[src/rtl/pwm_capture_pkg.sv]
// Shared types and default constants for the PWM capture block.
package pwm_capture_pkg;

  typedef enum logic [1:0] {
    IDLE  = 2'd0,
    HIGH  = 2'd1,
    LOW   = 2'd2,
    STUCK = 2'd3
  } state_e;

  localparam int DEF_CNT_W    = 25;
  localparam int DEF_TIMEOUT  = 24000000;
  localparam int DEF_FILT_LEN = 4;

endpackage

[src/rtl/pwm_capture_if.sv]
// PWM capture bundle: raw PWM input plus the measurement results.
// master is the capture block, slave is the source/consumer.
interface pwm_capture_if #(
  parameter int CNT_W = pwm_capture_pkg::DEF_CNT_W
);
  logic             pwm_in;
  logic [CNT_W-1:0] high_cnt;
  logic [CNT_W-1:0] period_cnt;
  logic             meas_valid;
  logic             level_stuck;
  logic             stuck_level;

  modport master (
    input  pwm_in,
    output high_cnt, period_cnt, meas_valid, level_stuck, stuck_level
  );

  modport slave (
    output pwm_in,
    input  high_cnt, period_cnt, meas_valid, level_stuck, stuck_level
  );
endinterface

[src/rtl/pwm_edge_sync.sv]
// Input conditioning: 2-FF synchronizer, optional glitch filter, edge detect.
// Filter is compiled in with PWM_CAPTURE_GLITCH_FILTER_EN.
module pwm_edge_sync
  import pwm_capture_pkg::*;
#(
  parameter int FILT_LEN = DEF_FILT_LEN
) (
  input  logic clk,
  input  logic rst,
  input  logic i_pwm,
  output logic o_lvl,
  output logic o_rise,
  output logic o_fall
);

  logic r_sync1;
  logic r_sync2;
  logic r_prev;
  logic w_lvl;

  // NOTE: every flop here resets to 0 so lvl and prev agree and no false edge follows reset.
  always_ff @(posedge clk or posedge rst) begin
    if (rst) begin
      r_sync1 <= 1'b0;
      r_sync2 <= 1'b0;
    end else begin
      // NOTE: non-blocking so r_sync2 takes the old r_sync1, keeping two real stages.
      r_sync1 <= i_pwm;
      r_sync2 <= r_sync1;
    end
  end

`ifdef PWM_CAPTURE_GLITCH_FILTER_EN
  localparam int FC_W = $clog2(FILT_LEN + 1);

  logic [FC_W-1:0] r_filt_cnt;
  logic            r_lvl;

  // Count consecutive samples that disagree with lvl; flip after FILT_LEN of them.
  always_ff @(posedge clk or posedge rst) begin
    if (rst) begin
      r_filt_cnt <= '0;
      r_lvl      <= 1'b0;
    end else if (r_sync2 == r_lvl) begin
      r_filt_cnt <= '0;
    end else if (r_filt_cnt == FC_W'(FILT_LEN - 1)) begin
      r_lvl      <= r_sync2;
      r_filt_cnt <= '0;
    end else begin
      r_filt_cnt <= r_filt_cnt + FC_W'(1);
    end
  end

  assign w_lvl = r_lvl;
`else
  logic w_unused_filt_len;
  assign w_unused_filt_len = (FILT_LEN != 0);
  assign w_lvl             = r_sync2;
`endif

  always_ff @(posedge clk or posedge rst) begin
    if (rst) r_prev <= 1'b0;
    else     r_prev <= w_lvl;
  end

  assign o_lvl  = w_lvl;
  assign o_rise = w_lvl & ~r_prev;
  assign o_fall = ~w_lvl & r_prev;

endmodule

[src/rtl/pwm_capture.sv]
// Measures high time and period of a PWM input in clk cycles and flags a dead line.
// Optional glitch filter: define PWM_CAPTURE_GLITCH_FILTER_EN.
module pwm_capture
  import pwm_capture_pkg::*;
#(
  parameter int CNT_W    = DEF_CNT_W,
  parameter int TIMEOUT  = DEF_TIMEOUT,
  parameter int FILT_LEN = DEF_FILT_LEN
) (
  input  logic            clk,
  input  logic            rst,
  pwm_capture_if.master   bus
);

  logic w_lvl, w_rise, w_fall;

  pwm_edge_sync #(.FILT_LEN(FILT_LEN)) u_edge_sync (
    .clk    (clk),
    .rst    (rst),
    .i_pwm  (bus.pwm_in),
    .o_lvl  (w_lvl),
    .o_rise (w_rise),
    .o_fall (w_fall)
  );

  state_e           r_state, w_state_nxt;
  logic [CNT_W-1:0] r_pcnt, w_pcnt_nxt;
  logic [CNT_W-1:0] r_hcnt, w_hcnt_nxt;
  logic [CNT_W-1:0] r_high_cnt, w_high_nxt;
  logic [CNT_W-1:0] r_period_cnt, w_period_nxt;
  logic             r_meas_valid, w_valid_nxt;
  logic             r_level_stuck, w_stuck_nxt;
  logic             r_stuck_level, w_slvl_nxt;
  logic             w_timeout;

  // An edge in the timeout cycle wins, so the timeout only fires on a quiet cycle.
  assign w_timeout = (r_state != STUCK) && !w_rise && !w_fall &&
                     (r_pcnt + CNT_W'(1) == CNT_W'(TIMEOUT));

  always_comb begin
    // NOTE: every output of this block gets a default first, so no path can infer a latch.
    w_state_nxt  = r_state;
    w_pcnt_nxt   = r_pcnt;
    w_hcnt_nxt   = r_hcnt;
    w_high_nxt   = r_high_cnt;
    w_period_nxt = r_period_cnt;
    w_valid_nxt  = 1'b0;
    w_stuck_nxt  = r_level_stuck;
    w_slvl_nxt   = r_stuck_level;

    case (r_state)
      IDLE: begin
        w_pcnt_nxt = r_pcnt + CNT_W'(1);
        if (w_rise) begin
          w_state_nxt = HIGH;
          w_pcnt_nxt  = CNT_W'(1);
          w_hcnt_nxt  = CNT_W'(1);
        end else if (w_fall) begin
          w_pcnt_nxt = '0;
        end
      end
      HIGH: begin
        w_pcnt_nxt = r_pcnt + CNT_W'(1);
        if (w_fall) w_state_nxt = LOW;
        else        w_hcnt_nxt  = r_hcnt + CNT_W'(1);
      end
      LOW: begin
        w_pcnt_nxt = r_pcnt + CNT_W'(1);
        if (w_rise) begin
          w_period_nxt = r_pcnt;
          w_high_nxt   = r_hcnt;
          w_valid_nxt  = 1'b1;
          w_state_nxt  = HIGH;
          w_pcnt_nxt   = CNT_W'(1);
          w_hcnt_nxt   = CNT_W'(1);
        end
      end
      STUCK: begin
        if (w_rise) begin
          w_state_nxt = HIGH;
          w_pcnt_nxt  = CNT_W'(1);
          w_hcnt_nxt  = CNT_W'(1);
          w_stuck_nxt = 1'b0;
        end else if (w_fall) begin
          w_state_nxt = IDLE;
          w_stuck_nxt = 1'b0;
        end
      end
      default: w_state_nxt = IDLE;
    endcase

    if (w_timeout) begin
      w_state_nxt = STUCK;
      w_stuck_nxt = 1'b1;
      w_slvl_nxt  = w_lvl;
      w_pcnt_nxt  = '0;
      w_hcnt_nxt  = '0;
    end
  end

  always_ff @(posedge clk or posedge rst) begin
    if (rst) begin
      r_state       <= IDLE;
      r_pcnt        <= '0;
      r_hcnt        <= '0;
      r_high_cnt    <= '0;
      r_period_cnt  <= '0;
      r_meas_valid  <= 1'b0;
      r_level_stuck <= 1'b0;
      r_stuck_level <= 1'b0;
    end else begin
      r_state       <= w_state_nxt;
      r_pcnt        <= w_pcnt_nxt;
      r_hcnt        <= w_hcnt_nxt;
      r_high_cnt    <= w_high_nxt;
      r_period_cnt  <= w_period_nxt;
      r_meas_valid  <= w_valid_nxt;
      r_level_stuck <= w_stuck_nxt;
      r_stuck_level <= w_slvl_nxt;
    end
  end

  assign bus.high_cnt    = r_high_cnt;
  assign bus.period_cnt  = r_period_cnt;
  assign bus.meas_valid  = r_meas_valid;
  assign bus.level_stuck = r_level_stuck;
  assign bus.stuck_level = r_stuck_level;

endmodule

[src/flat_wrapper.sv]
// flat-port wrapper written by rule: the top's interface ports become plain ports
module pwm_capture_flat import pwm_capture_pkg::*;
#(
  parameter int CNT_W    = DEF_CNT_W,
  parameter int TIMEOUT  = DEF_TIMEOUT,
  parameter int FILT_LEN = DEF_FILT_LEN
)
  (clk, rst, bus_pwm_in, bus_high_cnt, bus_period_cnt, bus_meas_valid, bus_level_stuck, bus_stuck_level);
  pwm_capture_if #(.CNT_W(CNT_W)) bus_i ();
  input  logic clk;
  input  logic rst;
  input wire logic [$bits(bus_i.pwm_in)-1:0] bus_pwm_in;
  output wire logic [$bits(bus_i.high_cnt)-1:0] bus_high_cnt;
  output wire logic [$bits(bus_i.period_cnt)-1:0] bus_period_cnt;
  output wire logic [$bits(bus_i.meas_valid)-1:0] bus_meas_valid;
  output wire logic [$bits(bus_i.level_stuck)-1:0] bus_level_stuck;
  output wire logic [$bits(bus_i.stuck_level)-1:0] bus_stuck_level;
  assign bus_i.pwm_in = bus_pwm_in;
  assign bus_high_cnt = bus_i.high_cnt;
  assign bus_period_cnt = bus_i.period_cnt;
  assign bus_meas_valid = bus_i.meas_valid;
  assign bus_level_stuck = bus_i.level_stuck;
  assign bus_stuck_level = bus_i.stuck_level;
  pwm_capture #(.CNT_W(CNT_W), .TIMEOUT(TIMEOUT), .FILT_LEN(FILT_LEN)) u_core (.clk(clk), .rst(rst), .bus(bus_i));
endmodule
[config.mk]
export PLATFORM = sky130hd
export DESIGN_NAME = pwm_capture_flat
export DESIGN_NICKNAME = d
export VERILOG_FILES = /design/src/rtl/pwm_capture_pkg.sv /design/src/rtl/pwm_capture_if.sv /design/src/rtl/pwm_edge_sync.sv /design/src/rtl/pwm_capture.sv /design/src/flat_wrapper.sv
export SDC_FILE = /design/constraint.sdc
export NUM_CORES = 1
export LEC_CHECK = 0
export CORE_ASPECT_RATIO = 1.25
export CORE_MARGIN = 8
export CORE_UTILIZATION = 30
export CTS_CLUSTER_DIAMETER = 40
export DETAILED_ROUTE_END_ITERATION = 6
export GPL_TIMING_DRIVEN = 0
export HOLD_SLACK_MARGIN = 0.12
export REMOVE_ABC_BUFFERS = 1
export SLEW_MARGIN = 20
export SYNTH_ARGS = -nofsm -noshare
export SYNTH_HDL_FRONTEND = slang
export SYNTH_SLANG_ARGS = --single-unit
[constraint.sdc]
create_clock -name clk -period 4.3 [get_ports clk]
set_input_delay 0.86 -clock clk [delete_from_list [all_inputs] [get_ports clk]]
set_output_delay 0.86 -clock clk [all_outputs]
set_load 0.03 [all_outputs]
==> flow_metrics.tcl, run 1 <==
set metrics [dict create \
    outcome "finished clean" \
    clk_latency_ns 0.35 \
    yosysMostFrequentCell "dfrtp_1" \
    syn_inst 586 \
    syn_to_final_growth_pct 19.47 \
    drv_slew 0 \
    worst_setup_path_end_kind "flip-flop" \
    cts_setup_buffers 0 \
    hold_path_class "flip-flop to flip-flop" \
    cp_slowest_cell "nor4b_4" \
    power_uw 2841 \
    critPathBufInv 4 \
    cts.clk_slew.worst_paths_ns 0.07 \
    cap_violations 0 \
    viasPerCell 5.271 \
    die_area_um2 22970 \
    grt_pass1_vias 4360 \
    fp.dieW_um 137.2 \
    critPathRequiredTime_ns 4.55 \
    power_switching_uw 934.2 \
    synthTopCellsByCount "dfrtp_1 (108), nand2_1 (91), nor2_1 (47)" \
    cellLeakagePower_uw 0.002919 \
    firstDrtPassIters 6 \
    drt-total-wl_um 13810 \
    crit_start "u_core.u_edge_sync.o_lvl" \
    cts.sinks 108 \
    grt-ovfl-total 0 \
    fin_crit_ns 3.524 \
    rrSetupSlack_ns 0.78 \
    rsz0062_at_grt "no" \
    clock_path_buffers 2 \
    die_h_um 167.5 \
    holdBufCountCts 0 \
    port_buffers 55 \
    yosysSeqAreaShare_pct 49.08 \
    fin_skew_ns 0.007610 \
    ios 56 \
    vdd_drop_max_mv 0.1509 \
    drc 0 \
    seqPwrFrac_pct 41.9 \
    report.final.hold_viol_count 0 \
    timing.hold.ws_ns 0.3579 \
    grt_max_degree 78 \
    core_area_um2 18030 \
    power_switching_share_pct 32.88 \
    synth.distinct_cells 60 \
    ctsHtreeMaxLevel 3 \
    routed-via-count 4496 \
    placed_cells_incl_taps 837 \
    nets 627 \
    tightest_slew_ns 0.9289 \
    wl_per_cell_um 16.19 \
    postRouteAntennaNets 0 \
    synthTopCellsByArea "dfrtp_1 (49%), mux2_2 (7.4%), nand2_1 (6.2%)" \
    reg2reg_to "u_core.r_hcnt[2]" \
    rows 55 \
    worst-path-stages 12 \
    synth_warnings 0 \
    yosys.area.top_type "dfrtp_1" \
    cts_buffers 9 \
    worstPathMaxFanout 18 \
    power_density_nw_per_um2 431.9 \
    finalSetupTns_ns 0 \
    cts_tree "built" \
    async_flop_share_pct 100.0 \
    initial_core_util_pct 30.54 \
    path_delay_family "simple AND/OR/NAND/NOR gates" \
    setup_violations 0 \
    start_kind "flip-flop" \
    gp_congestion 0.8917 \
    p_clk_share_pct 33.2 \
    drive_gt1_share_pct 10.72 \
    antenna_found_initial 0 \
    cts_root_buffer "clkbuf_16" \
    criticalPathCategory "flip-flop to flip-flop" \
    cts-resized-gates 0 \
    post-synth-top-area-fraction_pct 49.08 \
    p_int_uw 1907 \
    instances_no_fill 853 \
    path_common_cell "inv_1" \
    synth_edf_count 0 \
    crit_chain "inv_1, ha_1, inv_1, nand4_1, or3_1, nor3b_1, o211ai_1, nor4b_4, buf_6, buf_8, o21ai_0, a21o_1" \
    diodes 0 \
    avgSynthCellArea_um2 9.397 \
    crit_path_end "u_core.r_hcnt[2]" \
    cpPeakStageDelay_ns 0.57 \
    synth_seq_cells 108 \
    syn-cell-area_um2 5507 \
    drt_iter0_drc 402 \
    worstReg2RegStart "u_core.u_edge_sync.o_lvl" \
    worstRegToRegCells 12 \
    synthFlopType "dfrtp_1" \
    grt_usage_pct 12.28 \
    power_frac_comb_pct 24.9 \
    crit_arrival_ns 3.77 \
    hpwl_um 9511 \
    fin_crit_sh_pct 81.95 \
    grt_pass1_wl_um 22700 \
    slew_headroom_pct 37.95 \
    fmax_mhz 283.8 \
]
## worst reg2reg max path: stages, from the launching register on
cell and delay, ns:
dfrtp_1 0.40, inv_1 0.06, ha_1 0.43, inv_1 0.32
nand4_1 0.15, or3_1 0.39, nor3b_1 0.22, o211ai_1 0.16
nor4b_4 0.57, buf_6 0.26, buf_8 0.18, o21ai_0 0.11
a21o_1 0.18
## final cells by class
cell class	count	area, µm²
Multi-Input combinational cell	431	2591
Tap cell	228	285.3
Inverter	11	46.29
Sequential cell	108	2703
Clock buffer	12	236.5
Clock inverter	4	97.59
Fill cell	1826	11450
Timing Repair Buffer	59	619.3
## power groups by stage
| stage | logic, µW | registers (µW) | clock network [µW] |
|---|---|---|---|
| final | 707 | 1190 | 944 |
| after global routing | 784 | 1210 | 1020 |
| after CTS | 719 | 1190 | 970 |
| after detailed placement | 715 | 1210 | 0 |
| after global placement | 684 | 1210 | 0 |
| after floorplan | 415 | 1240 | 0 |
## per-stage QoR
stage | util (%) | instance area (µm²) | worst slack (ns)
after global placement | 34.19 | 6165 | -1.091
final | 36.49 | 6579 | 0.7761
after detailed placement | 34.64 | 6245 | 0.7687
after CTS | 36.49 | 6579 | 0.7567
after floorplan | - | 5329 | 0.5944
after global routing | 36.49 | 6579 | 0.5146
## registers in the layout (all words and copies together) (netlist names)
| name | cells |
|---|---|
| u_core.u_edge_sync.r_prev | 1 |
| u_core.u_edge_sync.o_lvl | 1 |
| u_core.bus.meas_valid | 1 |
| u_core.bus.stuck_level | 1 |
| u_core.r_state | 2 |
| u_core.bus.level_stuck | 1 |
| u_core.r_hcnt | 25 |
| u_core.bus.period_cnt | 25 |
| u_core.bus.high_cnt | 25 |
| u_core.u_edge_sync.r_sync1 | 1 |
| u_core.r_pcnt | 25 |
## kinds of logic (layout without fill, tap and decap cells)
| kind of cell | Yosys count | in the layout | share of synthesized area, % |
|---|---|---|---|
| flip-flops | 108 | 108 | 49.08 |
| buffers and inverters | 47 | 86 | 3.976 |
| multiplexers | 39 | 39 | 7.907 |
| XOR/XNOR | 8 | 8 | 1.272 |
| AND/OR/NAND/NOR | 264 | 264 | 24.20 |
| AO/OA/AOI/OAI | 116 | 116 | 12.66 |
| adder cells (fa/ha/maj) | 4 | 4 | 0.9089 |
## worst min-delay path by stage
stage | start | end | depth (start not counted) | slack (ns)
floorplan | u_core.u_edge_sync.r_sync1 | u_core.u_edge_sync.o_lvl | 0 | 0.33
global placement | u_core.u_edge_sync.r_sync1 | u_core.u_edge_sync.o_lvl | 0 | 0.34
detailed placement | u_core.u_edge_sync.r_sync1 | u_core.u_edge_sync.o_lvl | 0 | 0.36
CTS | u_core.u_edge_sync.r_sync1 | u_core.u_edge_sync.o_lvl | 0 | 0.37
global route | u_core.u_edge_sync.r_sync1 | u_core.u_edge_sync.o_lvl | 0 | 0.38
finish | u_core.u_edge_sync.r_sync1 | u_core.u_edge_sync.o_lvl | 0 | 0.36
## cell usage in the layout (no fill, tap or decap), types with 6 or more instances in the layout
cell	n
clkdlybuf4s50_1	55
nor3_1	24
nand4_1	15
nor2_1	46
mux2_2	36
a21o_1	6
and2_1	7
and3_1	8
nand3_1	24
dfrtp_1	108
o21ai_0	43
nand2b_1	7
clkbuf_16	9
nand2_1	91
a21oi_1	33
inv_1	9
nor4_1	7
## routing by layer
metal	track usage (%)	vias up	routed length, µm
met5	0	-	0
met4	5.208	0	227
met3	2.006	18	492
met2	21.43	90	7379
met1	14.42	2238	5711
li1	-	2150	-
Power figures use the tool's default switching activity.
==> run 2, diff against run 1 <==
Clock period 4.3 ns to 3.4 ns, I/O delays scaled along.
==> run 2 against run 1 <==
  * Sequential power is 27% higher
  * Clock power is 27% higher
  * Critical path depth is 2 lower
  * First-iteration DRC count is 2.0% lower
  * Via count is 1.2% higher
  * Global-route usage hardly changed
  * Cell count is 0.35% higher
  * Clock skew is 0.0028 ns higher
  * Design area is 0.65% higher
  * Routed wire length is 0.91% higher
  * Largest power group unchanged
  * Highest routed layer unchanged
==> flow_metrics.tcl, run 2 (synthesis results as in run 1) <==
set metrics [dict create \
    outcome "finished clean" \
    routed-via-count 4551 \
    grt_pass1_vias 4402 \
    worstReg2RegStart "u_core.r_pcnt[2]" \
    critPathBufInv 2 \
    cts_tree "built" \
    die_area_um2 22970 \
    ios 56 \
    multiInputGateArea_um2 2610 \
    grt-ovfl-total 0 \
    cts.sinks 108 \
    wl_per_cell_um 16.28 \
    critPathRequiredTime_ns 3.65 \
    power_density_nw_per_um2 544.5 \
    clock_path_buffers 2 \
    rsz0062_at_grt "no" \
    drive_gt1_share_pct 12.42 \
    gp_congestion 0.8917 \
    post-place-ws_ns -0.1313 \
    worst_setup_path_end_kind "flip-flop" \
    fmax_mhz 316.5 \
    nFillCells 1826 \
    crit_arrival_ns 3.41 \
    hold_path_startpoint "u_core.u_edge_sync.r_sync1" \
    regArea_um2 2704 \
    mostFrequentLayoutCells "dfrtp_1 (107), nand2_1 (91), clkdlybuf4s50_1 (55)" \
    initial_core_util_pct 30.54 \
    ctsHtreeMaxLevel 3 \
    drc 0 \
    slew_headroom_pct 36.92 \
    diodes 0 \
    nets 630 \
    path_delay_family "simple AND/OR/NAND/NOR gates" \
    fp.dieW_um 137.2 \
    cp_slowest_cell "dfrtp_1" \
    final_area_um2 6621 \
    layout_commonest_cell "dfrtp_1" \
    drv_slew 0 \
    viasPerCell 5.317 \
    setup_violations 0 \
    clk_latency_ns 0.36 \
    core_area_um2 18030 \
    tightest_slew_ns 0.9442 \
    rows 55 \
    die_h_um 167.5 \
    cpPeakStageDelay_ns 0.51 \
    cts.clk_slew.worst_paths_ns 0.07 \
    report.final.hold_viol_count 0 \
    fin_skew_ns 0.01044 \
    vdd_drop_max_mv 0.1916 \
    crit_chain "and4_2, nand4_2, or4_1, o31ai_1, a31o_2, nor4b_4, buf_6, buf_8, o21ai_0, a21o_1" \
    cap_violations 0 \
    cellLeakagePower_uw 0.002932 \
    grt_pass1_wl_um 22750 \
    postRouteAntennaNets 0 \
    antenna_found_initial 0 \
    worstPathMaxFanout 16 \
    syn_to_final_growth_pct 20.25 \
    criticalPathCategory "flip-flop to flip-flop" \
    place_area_um2 6245 \
    firstDrtPassIters 5 \
    port_buffers 55 \
    fin_crit_ns 3.159 \
    grt_max_degree 78 \
    drt-total-wl_um 13940 \
    hold_path_class "flip-flop to flip-flop" \
    hpwl_um 9511 \
    finalWorstSetupSlack_ns 0.2407 \
    fin_crit_sh_pct 92.92 \
    cts_root_buffer "clkbuf_16" \
    crit_start "u_core.r_pcnt[2]" \
    drt_iter0_drc 394 \
    cts_buffers 9 \
    start_kind "flip-flop" \
    grt_usage_pct 12.32 \
]
-- run 2: report_power, final --
part           switching, µW  internal (µW)
Clock                    475            722
Combinational            587            314
Sequential               127           1380
-- run 2: worst paths after layout --
check                      depth (start not counted)                        end  slack [ns]
max reg2reg                                       10           u_core.r_hcnt[2]        0.24
min in group asynchronous                          2  u_core.bus.period_cnt[19]        0.68
max in group asynchronous                          3           u_core.r_pcnt[3]        2.02
max                                               10           u_core.r_hcnt[2]        0.24
min reg2reg                                        0   u_core.u_edge_sync.o_lvl        0.36
min                                                0   u_core.u_edge_sync.o_lvl        0.36
-- run 2: final cells by class --
type | instances | share of cell area (%)
clock buffer | 12 | 3.571
clock inverter | 4 | 1.474
inverter | 11 | 0.6992
multi-input combinational | 431 | 39.42
sequential | 108 | 40.84
tap | 228 | 4.308
timing repair buffer | 62 | 9.694
-- run 2: through the flow --
stage	std cells	setup TNS (ns)	utilization (%)	total power, µW	hold WS (ns)
2_1_floorplan	550	-13.56	-	2100	0.3312
3_3_place_gp	833	-222.56	34.19	2390	0.3410
3_5_place_dp	837	-0.2203	34.64	2435	0.3550
4_1_cts	856	0	36.61	3643	0.3676
5_1_grt	856	0	36.72	3808	0.3779
6_report	856	0	36.72	3605	0.3570
-- run 2: metal layers --
layer | part of all wire (%) | wire [µm] | track usage (%) | vias to the layer above
li1 | - | - | - | 2156
met1 | 41 | 5749 | 14.44 | 2268
met2 | 53 | 7409 | 21.43 | 104
met3 | 3.7 | 521 | 1.856 | 23
met4 | 1.8 | 255 | 5.682 | 0
met5 | 0 | 0 | 0 | -
-- run 2: what timing repair did --
action | in CTS | in global routing
setup endpoints to repair | 2 | 11
pin swaps | 1 | 0
resized for setup | 0 | 8
hold buffers | 0 | 0
setup buffers | 3 | 0
-- run 2: worst reg2reg max path, stage by stage (launching register included) --
cell and delay, ns:
dfrtp_1 0.51, and4_2 0.36, nand4_2 0.19, or4_1 0.51, o31ai_1 0.26, a31o_2 0.22, nor4b_4 0.32, buf_6 0.23
buf_8 0.18, o21ai_0 0.10, a21o_1 0.18
==> run 3, diff against run 2 <==
Settings changed: CORE_UTILIZATION 30 to 57, PLACE_DENSITY set to 0.8.
==> run 3 against run 2 <==
  * Routed wire length is 8.8% lower
  * Design area down 2.5%
  * Register-to-register slack barely moved
  * Combinational power fell by 0.6%
  * Sequential power about the same
  * Clock-buffer cell count is the same
  * Die area down 43%
  * Clock skew fell by 0.0011 ns
  * Utilization is 31 points higher
==> flow_metrics.tcl, run 3 (synthesis results as in run 1) <==
set metrics [dict create \
    power_density_nw_per_um2 538.0 \
    drc 0 \
    initial_core_util_pct 57.91 \
    cts_root_buffer "clkbuf_16" \
    final_area_um2 6455 \
    wl_met1_um 5008 \
    start_kind "flip-flop" \
    core_area_um2 9509 \
    fin_skew_ns 0.009286 \
    cts_tree "built" \
    instances_no_fill 756 \
    fmax_mhz 316.1 \
    fp.dieW_um 103.9 \
    mostFrequentLayoutCells "dfrtp_1 (108), nand2_1 (91), clkdlybuf4s50_1 (55)" \
    cts.clk_slew.worst_paths_ns 0.07 \
    rsz0062_at_grt "no" \
    wl_per_cell_um 16.80 \
    grt_pass1_vias 4530 \
    hold_path_startpoint "u_core.u_edge_sync.r_sync1" \
    finalSetupTns_ns 0 \
    cellLeakagePower_uw 0.002937 \
    syn_to_final_growth_pct 17.22 \
    routed-via-count 4572 \
    drv_slew 0 \
    outcome "finished clean" \
    drt_iter0_drc 326 \
    drt-total-wl_um 12700 \
    diodes 0 \
    timing.hold.ws_ns 0.3507 \
    die_area_um2 13080 \
    holdBufCountCts 0 \
    report.final.hold_viol_count 0 \
    postRouteAntennaNets 0 \
    tightest_slew_ns 0.9207 \
    setup_violations 0 \
    slew_headroom_pct 38.49 \
    vdd_drop_max_mv 0.3264 \
    grt-ovfl-total 0 \
    ctsHtreeMaxLevel 3 \
    cts.sinks 108 \
    wl_met3_um 697 \
    die_h_um 125.9 \
    clk_latency_ns 0.36 \
    rows 40 \
    crit_start "u_core.u_edge_sync.o_lvl" \
    worstPathMaxFanout 18 \
    layout_commonest_cell "dfrtp_1" \
    fin_crit_ns 3.164 \
    critPathRequiredTime_ns 3.64 \
    nets 632 \
    viasPerCell 6.048 \
    ios 56 \
    cts_buffers 9 \
    firstDrtPassIters 5 \
    grt_max_degree 77 \
    placed_cells_incl_taps 736 \
    antenna_found_initial 0 \
    crit_arrival_ns 3.40 \
    wl_met2_um 6660 \
    port_buffers 55 \
    gp_congestion 0.8816 \
    place_area_um2 6117 \
    hold_path_class "flip-flop to flip-flop" \
    top_layer "met4" \
    grt_pass1_wl_um 21710 \
    criticalPathCategory "flip-flop to flip-flop" \
    hpwl_um 8620 \
    finish.utilization_pct 67.88 \
    clock_path_buffers 2 \
    grt_usage_pct 19.88 \
    worstReg2RegStart "u_core.u_edge_sync.o_lvl" \
    cap_violations 0 \
    fin_crit_sh_pct 93.05 \
    worst_setup_path_end_kind "flip-flop" \
    drive_gt1_share_pct 11.75 \
]
## run 3: changes by cell type in the layout (fill, tap and decap cells not counted), moves of 2 or more
cell       delta
ha_1          +3
clkbuf_1      -2
buf_4         +2
bufinv_16     -2
clkbuf_8      +2
ha_2          -3
clkinv_2      +2
## run 3: layout make-up
cell class / instances / area (µm²)
clock inverter: 4 / 47.55
fill: 759 / 3054
multi-input combinational: 431 / 2591
timing repair buffer: 64 / 653.1
inverter: 11 / 46.29
sequential: 108 / 2703
tap: 126 / 157.7
clock buffer: 12 / 256.5
## run 3: repair_timing
item / CTS / global route
buffers inserted: 4 / 0
gates resized for setup: 0 / 1
endpoints found under the setup margin: 8 / 6
endpoints found under the hold margin: 0 / 0
## run 3: worst paths after layout
check                                      endpoint  slack (ns)  cells past startpoint
min in group asynchronous    u_core.bus.high_cnt[3]        0.67                      2
max in group asynchronous    u_core.bus.stuck_level        2.09                      3
setup / recovery                   u_core.r_pcnt[7]        0.24                     10
setup reg to reg                   u_core.r_pcnt[7]        0.24                     10
hold / removal             u_core.u_edge_sync.o_lvl        0.35                      0
hold reg to reg            u_core.u_edge_sync.o_lvl        0.35                      0
## run 3: stage by stage
step	setup slack [ns]	power, µW
floorplan	-0.1256	2100
global placement	-1.572	2358
detailed placement	-0.009012	2415
CTS	0.1477	3485
global route	0.01174	3646
finish	0.2364	3473
## run 3: power by group
group | switching (µW) | leakage, µW | total, µW | internal, µW
clock | 459 | 0.000149 | 1070 | 609
combinational | 580 | 0.00131 | 896 | 316
sequential | 129 | 0.00148 | 1510 | 1380
total | 1170 | 0.00294 | 3470 | 2310
## run 3: per-layer routing
metal / global-route usage, % / vias up
met5: 0 / -
met4: 9.650 / 0
met3: 3.469 / 31
met2: 35.44 / 171
met1: 22.49 / 2208
li1: - / 2162
## run 3: critical path: stages, from the launching register on
cell     delay, ns
dfrtp_1       0.41
inv_1         0.08
ha_1          0.53
inv_1         0.31
nor2_1        0.23
nor2_1        0.08
o21ai_1       0.44
buf_4         0.28
a21oi_2       0.16
and3_1        0.27
a221o_1       0.26
